===== config.mk =====
export PLATFORM = sky130hd
export DESIGN_NAME = vga_display
export DESIGN_NICKNAME = d
export VERILOG_FILES = /design/src/rtl/vga_display.sv
export SDC_FILE = /design/constraint.sdc
export NUM_CORES = 1
export LEC_CHECK = 0
export BUFFER_PORTS_ARGS = -buffer_cell sky130_fd_sc_hd__clkbuf_2
export CORE_MARGIN = 1
export CORE_UTILIZATION = 30
export CTS_CLUSTER_DIAMETER = 40
export DETAILED_ROUTE_END_ITERATION = 6
export SLEW_MARGIN = 20
export SYNTH_ARGS = -nofsm -noshare
export SYNTH_HDL_FRONTEND = slang
export SYNTH_SLANG_ARGS = --single-unit

===== constraint.sdc =====
create_clock -name clk -period 2.41 [get_ports clk]
set_input_delay 0.1205 -clock clk [delete_from_list [all_inputs] [get_ports clk]]
set_output_delay 0.1205 -clock clk [all_outputs]
set_load 0.03 [all_outputs]

===== src/rtl/vga_display.sv =====
// Fixed-timing VGA scan-out engine: pulls RGB565 beats from an Avalon-ST frame stream
// and restarts the frame reader once per frame through an Avalon-MM CSR write.

package vga_pkg;
   localparam int unsigned MM_CSR_ADDR_WIDTH = 4;
   localparam int unsigned MM_CSR_DATA_WIDTH = 32;
   localparam int unsigned DISPLAY_CDEPTH    = 4;

   typedef enum logic [1:0] {
      ST_RESTART = 2'd0,
      ST_RUN     = 2'd1,
      ST_DRAIN   = 2'd2
   } state_t;

   typedef struct packed {
      logic [DISPLAY_CDEPTH-1:0] r;
      logic [DISPLAY_CDEPTH-1:0] g;
      logic [DISPLAY_CDEPTH-1:0] b;
   } rgb_t;
endpackage

module vga_display
   import vga_pkg::*;
#(
   parameter int unsigned ST_DATA_WIDTH = 16,
   parameter int unsigned H_ACTIVE      = 640,
   parameter int unsigned H_FRONT       = 16,
   parameter int unsigned H_SYNC        = 96,
   parameter int unsigned H_BACK        = 48,
   parameter int unsigned V_ACTIVE      = 480,
   parameter int unsigned V_FRONT       = 10,
   parameter int unsigned V_SYNC        = 2,
   parameter int unsigned V_BACK        = 33
) (
   input  logic                         clk,
   input  logic                         reset,
   output logic                         st_ready,
   input  logic [ST_DATA_WIDTH-1:0]     st_data,
   input  logic                         st_startofpacket,
   input  logic                         st_endofpacket,
   input  logic                         st_valid,
   output logic                         mm_csr_write,
   output logic [MM_CSR_ADDR_WIDTH-1:0] mm_csr_address,
   output logic [MM_CSR_DATA_WIDTH-1:0] mm_csr_writedata,
   input  logic                         mm_csr_waitrequest,
   output logic                         vga_hs_out,
   output logic                         vga_vs_out,
   output logic [DISPLAY_CDEPTH-1:0]    vga_r,
   output logic [DISPLAY_CDEPTH-1:0]    vga_g,
   output logic [DISPLAY_CDEPTH-1:0]    vga_b
);

   localparam int unsigned H_TOTAL    = H_ACTIVE + H_FRONT + H_SYNC + H_BACK;
   localparam int unsigned V_TOTAL    = V_ACTIVE + V_FRONT + V_SYNC + V_BACK;
   localparam int unsigned HW         = $clog2(H_TOTAL);
   localparam int unsigned VW         = $clog2(V_TOTAL);
   localparam int unsigned H_SYNC_BEG = H_ACTIVE + H_FRONT;
   localparam int unsigned H_SYNC_END = H_SYNC_BEG + H_SYNC;
   localparam int unsigned V_SYNC_BEG = V_ACTIVE + V_FRONT;
   localparam int unsigned V_SYNC_END = V_SYNC_BEG + V_SYNC;

   state_t                       r_state;
   state_t                       w_state_nxt;
   logic                         r_init;
   logic                         w_init_nxt;
   logic [HW-1:0]                r_h;
   logic [HW-1:0]                w_h_nxt;
   logic [VW-1:0]                r_v;
   logic [VW-1:0]                w_v_nxt;
   logic                         r_ready;
   logic                         w_ready_nxt;
   logic                         r_write;
   logic                         w_write_nxt;
   logic [MM_CSR_DATA_WIDTH-1:0] r_wdata;
   logic [MM_CSR_DATA_WIDTH-1:0] w_wdata_nxt;
   logic                         r_hs;
   logic                         r_vs;
   rgb_t                         r_rgb;
   rgb_t                         w_rgb_nxt;
   logic                         w_accept;
   logic                         w_beat;
   logic                         w_hsync;
   logic                         w_vsync;
   logic                         w_unused;

   // SOP is not used for alignment; the low colour bits are truncated away.
   assign w_unused = ^{st_startofpacket, st_data};

   assign w_accept = r_write && !mm_csr_waitrequest;
   assign w_beat   = r_ready && st_valid;
   assign w_hsync  = (r_h >= HW'(H_SYNC_BEG)) && (r_h < HW'(H_SYNC_END));
   assign w_vsync  = (r_v >= VW'(V_SYNC_BEG)) && (r_v < VW'(V_SYNC_END));

   // Next-state, counter and registered-output logic.
   always_comb begin
      w_state_nxt = r_state;
      w_init_nxt  = r_init;
      w_h_nxt     = r_h;
      w_v_nxt     = r_v;
      w_wdata_nxt = r_wdata;
      w_rgb_nxt   = '0;

      // Counters are frozen only during the restart that follows reset.
      if (!(r_state == ST_RESTART && r_init)) begin
         if (r_h == HW'(H_TOTAL - 1)) begin
            w_h_nxt = '0;
            w_v_nxt = (r_v == VW'(V_TOTAL - 1)) ? '0 : r_v + VW'(1);
         end else begin
            w_h_nxt = r_h + HW'(1);
         end
      end

      case (r_state)
         ST_RESTART: begin
            if (w_accept) begin
               w_state_nxt = ST_RUN;
               w_init_nxt  = 1'b0;
            end
         end
         ST_RUN: begin
            if (w_h_nxt == '0 && w_v_nxt == VW'(V_ACTIVE)) begin
               w_state_nxt = ST_DRAIN;
            end
         end
         ST_DRAIN: begin
            if (w_beat && st_endofpacket) begin
               w_state_nxt = ST_RESTART;
            end
         end
         default: w_state_nxt = ST_RESTART;
      endcase

      w_ready_nxt = (w_state_nxt == ST_DRAIN) ||
                    (w_state_nxt == ST_RUN && w_h_nxt < HW'(H_ACTIVE) && w_v_nxt < VW'(V_ACTIVE));
      w_write_nxt = (w_state_nxt == ST_RESTART);
      if (w_write_nxt) begin
         w_wdata_nxt = MM_CSR_DATA_WIDTH'(1);
      end

      // Ready in RUN implies the active region; drained beats are never shown.
      if (w_beat && r_state == ST_RUN) begin
         w_rgb_nxt.r = st_data[15 -: DISPLAY_CDEPTH];
         w_rgb_nxt.g = st_data[10 -: DISPLAY_CDEPTH];
         w_rgb_nxt.b = st_data[4 -: DISPLAY_CDEPTH];
      end
   end

   always_ff @(posedge clk) begin
      if (reset) begin
         r_state <= ST_RESTART;
         r_init  <= 1'b1;
         r_h     <= '0;
         r_v     <= '0;
         r_ready <= 1'b0;
         r_write <= 1'b0;
         r_wdata <= '0;
         r_hs    <= 1'b1;
         r_vs    <= 1'b1;
         r_rgb   <= '0;
      end else begin
         r_state <= w_state_nxt;
         r_init  <= w_init_nxt;
         r_h     <= w_h_nxt;
         r_v     <= w_v_nxt;
         r_ready <= w_ready_nxt;
         r_write <= w_write_nxt;
         r_wdata <= w_wdata_nxt;
         r_hs    <= !w_hsync;
         r_vs    <= !w_vsync;
         r_rgb   <= w_rgb_nxt;
      end
   end

   assign st_ready         = r_ready;
   assign mm_csr_write     = r_write;
   assign mm_csr_address   = '0;
   assign mm_csr_writedata = r_wdata;
   assign vga_hs_out       = r_hs;
   assign vga_vs_out       = r_vs;
   assign vga_r            = r_rgb.r;
   assign vga_g            = r_rgb.g;
   assign vga_b            = r_rgb.b;

endmodule


# [After elaboration in Yosys (flattened, before gate mapping)]
# Index checks and enable logic that the tools add are counted.
[totals] mem_bits_ro=0 latch_bits=0 memories=0 output_inout_bits=52 elab_cells=56 input_bits=22 regBits=40 mem_bits_rw=0
[op_classes] div_mod_pow=0 n_shift=0 eq_ne=7 n_bitwise=1 reduce_logical=19 mul=0 n_addsub=2 n_lt_le_gt_ge=6 muxes=9
[op_table] cell="two-way mux 10 bit" count=5
[op_table] cell="adder 10 x 1 -> 10 bit, second input constant" count=2
[op_table] cell="== test 10 bit, second input constant" count=2
[op_table] cell="less-than comparator 10 bit, second input constant" count=2
[op_table] cell="less-than comparator 10 x 9 -> 1 bit, second input constant" count=2
[op_table] cell="== test 10 x 9 -> 1 bit, second input constant" count=1
[op_table] cell="greater-or-equal comparator 10 bit, second input constant" count=1
[op_table] cell="greater-or-equal comparator 10 x 9 -> 1 bit, second input constant" count=1
[op_table] cell="logical AND 1 bit" count=10
[op_table] cell="zero test 10 bit" count=1
[op_table] cell="two-way mux 2 bit" count=3
[op_table] cell="case mux 2 bit (3 select lines)" count=1
[op_table] cell="== test 2 x 1 -> 1 bit, second input constant" count=2
[op_table] cell="== test 2 bit, second input constant" count=2
[op_table] cell="zero test 2 bit" count=2
[op_table] cell="zero test 1 bit" count=3
[op_table] cell="AND reduction 2 bit" count=1
[op_table] cell="OR reduction 2 bit" count=1
[op_table] cell="logical OR 1 bit" count=1
[op_table] cell="NOT 1 bit" count=1

# [Depth between registers and ports, before layout]
# Gate-level depths: netlist of run 1.
[depth] word_depth=12 mapped_depth=9 ltp_nobuf=8

# [Least setup slack after synthesis of run 1]
# OpenSTA, ideal clock, no wires.
[synth_timing] path_kind="reg-to-reg" startpoint="register r_h[0]" endpoint="register r_ready, in the netlist st_ready" path_slack_ns=0.192 period_less_slack_ns=2.218 setup_ns=0.126 path_buffers=0 path_stages_with_launch=9 arrival_time_ns=2.092 t_required_ns=2.284 path_cell_list="dfxtp_1 -> ha_1 -> and3_2 -> nand4_4 -> or4_1 -> a31oi_2 -> a2111oi_4 -> a31oi_2 -> o21ai_2"
[synth_via] elab_chain_cells=11 elab_cells_between_ends=18 classes_between="add/sub (1); order compare (2); eq/ne (4); mux (6); reduce/logical (5)"
[synth_lines] element="from (decl)" line_no="66" source="logic [HW-1:0] r_h;"
[synth_lines] element="from (signal assigned)" line_no="163" source="r_h <= w_h_nxt;"
[synth_lines] element="adder 10 x 1 -> 10 bit / == test 10 bit (equally long branches)" line_no="109, 105"
[synth_lines] element="two-way mux 10 bit" line_no="105" source="if (r_h == HW'(H_TOTAL - 1)) begin"
[synth_lines] element="two-way mux 10 bit" line_no="104" source="if (!(r_state == ST_RESTART && r_init)) begin"
[synth_lines] element="zero test 10 bit / == test 10 x 9 -> 1 bit (equally long branches)" line_no="121" source="if (w_h_nxt == '0 && w_v_nxt == VW'(V_ACTIVE)) begin"
[synth_lines] element="logical AND 1 bit" line_no="121"
[synth_lines] element="two-way mux 2 bit" line_no="121"
[synth_lines] element="case mux 2 bit (3 select lines)" line_no="113" source="case (r_state)"
[synth_lines] element="== test 2 x 1 -> 1 bit" line_no="134" source="(w_state_nxt == ST_RUN && w_h_nxt < HW'(H_ACTIVE) && w_v_nxt < VW'(V_ACTIVE));"
[synth_lines] element="logical AND 1 bit (2 in a row)" line_no="134"
[synth_lines] element="logical OR 1 bit (*)" line_no="133" source="w_ready_nxt = (w_state_nxt == ST_DRAIN) ||"
[synth_lines] element="to (signal assigned)" line_no="165" source="r_ready <= w_ready_nxt;"
[synth_lines] element="to (decl)" line_no="70" source="logic r_ready;"
# Mark *: on every way between the ends. The rest lies on a longest branch, timed or not.
# A chain may end at the register's enable or synchronous reset.

# [Worst setup path after layout of run 1]
[layout_timing] startpoint="register r_h[6]" endpoint="register r_ready, in the netlist st_ready"
# The elaborated chain is that of the path after synthesis.

==> flow_summary.toml, run 1 <==
[cells_and_area]
syn2layout_area_growth_pct = 14.3
num_antenna_cells = 0
drive_gt1_share_pct = 23.1
fin_cells = 402
finalNetCount = 329

[hold_path]
hold_path.class = "in -> reg"
holdPathStages = 2

[sta]
finalHoldViolations = 0
fmax_ghz = 0.442
finalCriticalPeriod_ns = 2.26
final.setup.tns_ns = 0
maxSlewViolCount = 0
setup_viol = 0
skew_ns = 0.00929
rsz0062_at_grt = "false"
fin_crit_sh_pct = 93.9

[power_and_ir_drop]
max-vdd-ir-drop_mv = 0.218
powerDensity_mw_per_mm2 = 545
leakage_nw = 1.09

[floorplan]
initial_core_util_pct = 31.2
ioPinCount = 74
core_mm2 = 0.00729
rows = 31
die_area_mm2 = 0.00794
die_h_um = 89.1
dieWidth_um = 89.1

[synth]
synthTopCellsByCount = "dfxtp_1, buf_4, nor2_1"
synth_edf_count = 0
synthMostInstantiatedCell = "dfxtp_1"
synthArstFlopShare_pct = 0
postSynthCellCount = 262
synth-main-ff-cell = "dfxtp_1"
synth.distinct_cells = 53
ys_warn_count = 0
yosysTopAreaCellShare_pct = 35.2
syn_area_mm2 = 0.00228
ys_seq_area_share_pct = 35.2
postSynthAreaPerCell_um2 = 8.69
synth_area_leaders = "dfxtp_1, buf_4, and2_1"
ys_ff_latch = 40
synth_top_area_cell = "dfxtp_1"

[flow_run]
drv_cap = 0

[worst_setup_path]
crit_path_end_kind = "flop"
rr_worst_depth = 7
cp_max_fo = 7
cp_slowest_cell = "or4_1"
cp.arrival_ns = 2.44
max_stage_delay_ns = 0.57
path_cells = "nor4b_4 -> nand4_4 -> or4_1 -> a31oi_2 -> a2111oi_4 -> a31oi_2 -> o21ai_2"
cp_data_required_time_ns = 2.59
cp_common_cell = "a31oi_2"
critPathKind = "reg -> reg"
critPathLaunchType = "flop"

[placement]
gp_congestion = 0.853
dp_hpwl_mm = 3.26
dp.cells = 394
port_buffers = 33

[grt]
grt_max_degree = 23
antenna_found_initial = 0
grt_pass1_wl_mm = 7.00
grt_pass1_vias = 1536
grt_usage_pct = 11.3
grt_overflow = 0

[cts]
cts_max_level = 2
ctsHoldBuffers = 0
clk_pin_slew_ns = 0.09
root_buffer = "clkbuf_8"
clk_path_buf_depth = 2
cts_inserted_buffers = 5
clk-insertion-delay-late_ns = 0.30
clock-sinks = 40
cts_resized = 0
cts_tree = "done"
cts_setup_buffers = 0

[drt]
drt_wl_total_mm = 4.32
via_per_inst = 4.51
detail-route-antenna-nets = 0
vias = 1813
drtIter0Drc = 86
wl_per_cell_um = 10.7
drc = 0
dr.pass1.iters = 4

[status]
status = "completed"
-- placed cells by master (no fill, tap or decap), types with 5 or more instances in the layout --
master / netlist / routed
buf_4: 36 / 17
ha_1: 5 / 5
xor2_1: 7 / 7
and2_1: 14 / 14
xnor2_1: 9 / 9
a21oi_1: 7 / 7
nand4_1: 6 / 6
conb_1: 1 / 35
nand2_1: 15 / 15
clkbuf_2: 1 / 33
clkbuf_8: 0 / 5
nand3_1: 10 / 10
dfxtp_1: 40 / 39
inv_1: 9 / 9
nor3_1: 12 / 12
nor2_1: 21 / 21
-- state kept, by name (all words and copies together) (netlist names) --
name and cells:
mm_csr_writedata 1, r_state 2, vga_vs_out 1, mm_csr_write 1
r_init 1, vga_r 4, r_h 10, vga_hs_out 1
vga_g 4, r_v 10, vga_b 4, st_ready 1
-- per-layer routing --
layer	track usage [%]	up-vias	wire length, um	part of all wire (%)
met5	0	-	0	0
met3	2.95	5	329	7.6
met1	13.9	816	1990	46
met2	18.7	72	1940	45
met4	4.33	0	60	1.4
li1	-	920	-	-
-- layout make-up --
| cell class | instances | area (um2) |
|---|---|---|
| Clock buffer | 5 | 68.8 |
| Clock inverter | 3 | 46.3 |
| Fill cell | 769 | 4690 |
| Inverter | 9 | 33.8 |
| Multi-Input combinational cell | 196 | 1240 |
| Sequential cell | 40 | 802 |
| Tap cell | 99 | 124 |
| Timing Repair Buffer | 50 | 293 |
-- kinds of logic (layout without fill, tap and decap cells) --
group / Yosys count / count (layout) / synth area share, %
adder cells (fa/ha/maj): 5 / 5 / 2.75
flip-flops: 40 / 40 / 35.2
buffers and inverters: 60 / 67 / 16.2
XOR/XNOR: 16 / 16 / 6.15
AND/OR/NAND/NOR: 103 / 103 / 27.1
AO/OA/AOI/OAI: 37 / 37 / 12.5
other: 1 / 35 / 0.165
-- worst max-delay path, delay by kind of cell (launching register included) --
family	cells	cell delay (ns)
compound gates	4	0.62
flops	1	0.36
simple gates	3	1.16
-- power breakdown --
group,total [mW],internal (mW),switching (mW)
registers,0.682,0.673,0.00957
logic,0.170,0.0404,0.130
clock network,0.568,0.312,0.256
total,1.42,1.03,0.395
-- stage by stage --
| step | utilization (%) | power [mW] | setup slack (ns) | hold WS (ns) | instance area (um2) |
|---|---|---|---|---|---|
| finish | 35.7 | 1.42 | 0.148 | 0.0198 | 2600 |
| global route | 35.7 | 1.48 | 0.0340 | 0.0138 | 2600 |
| CTS | 35.7 | 1.44 | 0.117 | 0.00979 | 2600 |
| detailed placement | 34.1 | 0.867 | 0.132 | 0.324 | 2490 |
| global placement | 34.1 | 0.867 | 0.161 | 0.326 | 2490 |
| floorplan | - | 0.876 | 0.192 | 0.242 | 2400 |
-- final timing paths --
check / start / endpoint / slack, ns
max: r_h[6]$_SDFF_PP0_ / st_ready$_SDFF_PP0_ / 0.15
min: st_data[10] / vga_g[3]$_SDFF_PP0_ / 0.02
max reg2reg: r_h[6]$_SDFF_PP0_ / st_ready$_SDFF_PP0_ / 0.15
min reg2reg: mm_csr_writedata[0]$_SDFFE_PP0P_ / mm_csr_writedata[0]$_SDFFE_PP0P_ / 0.45
Note: power is estimated with default switching activity, not from simulation.
==> run 2: changes to the inputs <==
--- a/config.mk
+++ b/config.mk
@@ -6,10 +6,10 @@
 export NUM_CORES = 1
 export LEC_CHECK = 0
 export BUFFER_PORTS_ARGS = -buffer_cell sky130_fd_sc_hd__clkbuf_2
-export CORE_MARGIN = 1
 export CORE_UTILIZATION = 30
 export CTS_CLUSTER_DIAMETER = 40
 export DETAILED_ROUTE_END_ITERATION = 6
+export RECOVER_POWER = 25
 export SLEW_MARGIN = 20
 export SYNTH_ARGS = -nofsm -noshare
 export SYNTH_HDL_FRONTEND = slang
==> run 2 against run 1 <==
Against the previous run: sequential share of layout area is 0.21 points higher; count of clock-buffer cells in the layout stayed put; first-iteration DRC count is 10% higher; flip-flop and latch count stayed put; sequential power hardly changed; via count hardly changed; global-route usage stayed put; critical path depth stayed put; worst hold slack hardly changed; routed wire length is 0.74% higher; die area stayed put; clock power hardly changed.
==> flow_summary.toml, run 2 (same netlist as run 1, synthesis figures left out) <==
[power_and_ir_drop]
powerDensity_mw_per_mm2 = 549
p_total_mw = 1.42
leakage_nw = 1.05
max-vdd-ir-drop_mv = 0.218

[placement]
placed_area_mm2 = 0.00249
dp_hpwl_mm = 3.26
gp_congestion = 0.853
port_buffers = 33
place_ws_ns = 0.132
dp.cells = 394

[cts]
cts_inserted_buffers = 5
clk_pin_slew_ns = 0.09
clock-sinks = 40
cts_tree = "done"
clk-insertion-delay-late_ns = 0.30
root_buffer = "clkbuf_8"
cts_max_level = 2
clk_path_buf_depth = 2
cts_setup_buffers = 0

[hold_path]
hold_end = "vga_g[3]$_SDFF_PP0_"
hp-start = "st_data[10]"
hold_path.class = "in -> reg"
holdPathStages = 2

[drt]
drt_wl_total_mm = 4.35
drtIter0Drc = 95
vias = 1812
via_per_inst = 4.51
detail-route-antenna-nets = 0
dr.pass1.iters = 4
wl_per_cell_um = 10.8
drc = 0

[flow_run]
drv_cap = 0

[worst_setup_path]
crit_path_end_kind = "flop"
cp_slowest_cell = "or4_1"
path_cells = "nor4b_4 -> nand4_4 -> or4_1 -> a31oi_2 -> a2111oi_4 -> a31oi_2 -> o21ai_2"
cp_max_fo = 7
worstReg2RegEnd = "st_ready$_SDFF_PP0_"
cp_top_family = "simple AND/OR/NAND/NOR gates"
r2r-start = "r_h[6]$_SDFF_PP0_"
cp.arrival_ns = 2.44
cp_data_required_time_ns = 2.59
critPathLaunchType = "flop"
max_stage_delay_ns = 0.57
r2r_slack_ns = 0.15
rr_worst_depth = 7
cp_common_cell = "a31oi_2"
critPathKind = "reg -> reg"
path_buf_inv = 0

[cells_and_area]
fin_cells = 402
final_cell_mix = "dfxtp_1, conb_1, nor2_1, clkbuf_2, buf_4"
syn2layout_area_growth_pct = 13.6
largestRegisters = "r_h: 10 flops, r_v: 10 flops"
finalNetCount = 329
num_antenna_cells = 0
drive_gt1_share_pct = 18.5
layout_commonest_cell = "dfxtp_1"
post-route-util_pct = 35.5
stdcell_area_mm2 = 0.00259

[sta]
finalCriticalPeriod_ns = 2.26
fin_crit_sh_pct = 93.8
finalHoldViolations = 0
skew_ns = 0.00950
fin_ws_ns = 0.148
maxSlewViolCount = 0
fmax_ghz = 0.442
rsz0062_at_grt = "false"
whs_ns = 0.0195
setup_viol = 0
final.setup.tns_ns = 0

[grt]
grt_overflow = 0
grt_max_degree = 23
grt_pass1_vias = 1536
antenna_found_initial = 0
grt_usage_pct = 11.3
grt_pass1_wl_mm = 7.00

[floorplan]
ioPinCount = 74
die_area_mm2 = 0.00794
dieWidth_um = 89.1
rows = 31
core_mm2 = 0.00729
initial_core_util_pct = 31.2
die_h_um = 89.1

[status]
status = "completed"
-- run 2: worst max path at each step --
stage	from	end	slack, ns	depth (start not counted)
after floorplan	r_h[0]$_SDFF_PP0_	st_ready$_SDFF_PP0_	0.19	8
after global placement	r_h[6]$_SDFF_PP0_	r_state[1]$_SDFF_PP0_	0.16	7
after detailed placement	r_h[6]$_SDFF_PP0_	st_ready$_SDFF_PP0_	0.13	7
after CTS	r_h[6]$_SDFF_PP0_	st_ready$_SDFF_PP0_	0.12	7
after global routing	r_v[0]$_SDFF_PP0_	st_ready$_SDFF_PP0_	0.03	7
final	r_h[6]$_SDFF_PP0_	st_ready$_SDFF_PP0_	0.15	7
-- run 2: repair_timing --
action,CTS,global route
gates resized for setup,0,1
setup endpoints to repair,0,2
hold buffers,0,0
hold endpoints to repair,0,0
-- run 2: final cells by class --
type | count | area [um2]
clock inverters | 3 | 46.3
flip-flops and latches | 40 | 802
fillers | 779 | 4710
well taps | 99 | 124
inverters | 9 | 33.8
repair buffers | 50 | 275
clock buffers | 5 | 68.8
multi-input cells | 196 | 1240
-- run 2: layer usage --
metal	global-route usage, %	up-vias	wire length, um
met5	0	-	0
met4	4.33	0	60
met3	2.95	5	338
met2	18.7	72	1940
met1	13.9	815	2010
li1	-	920	-
-- run 2: power by group --
part | switching, mW | internal [mW]
Clock | 0.257 | 0.312
Sequential | 0.00956 | 0.673
Combinational | 0.130 | 0.0398
Total | 0.397 | 1.02
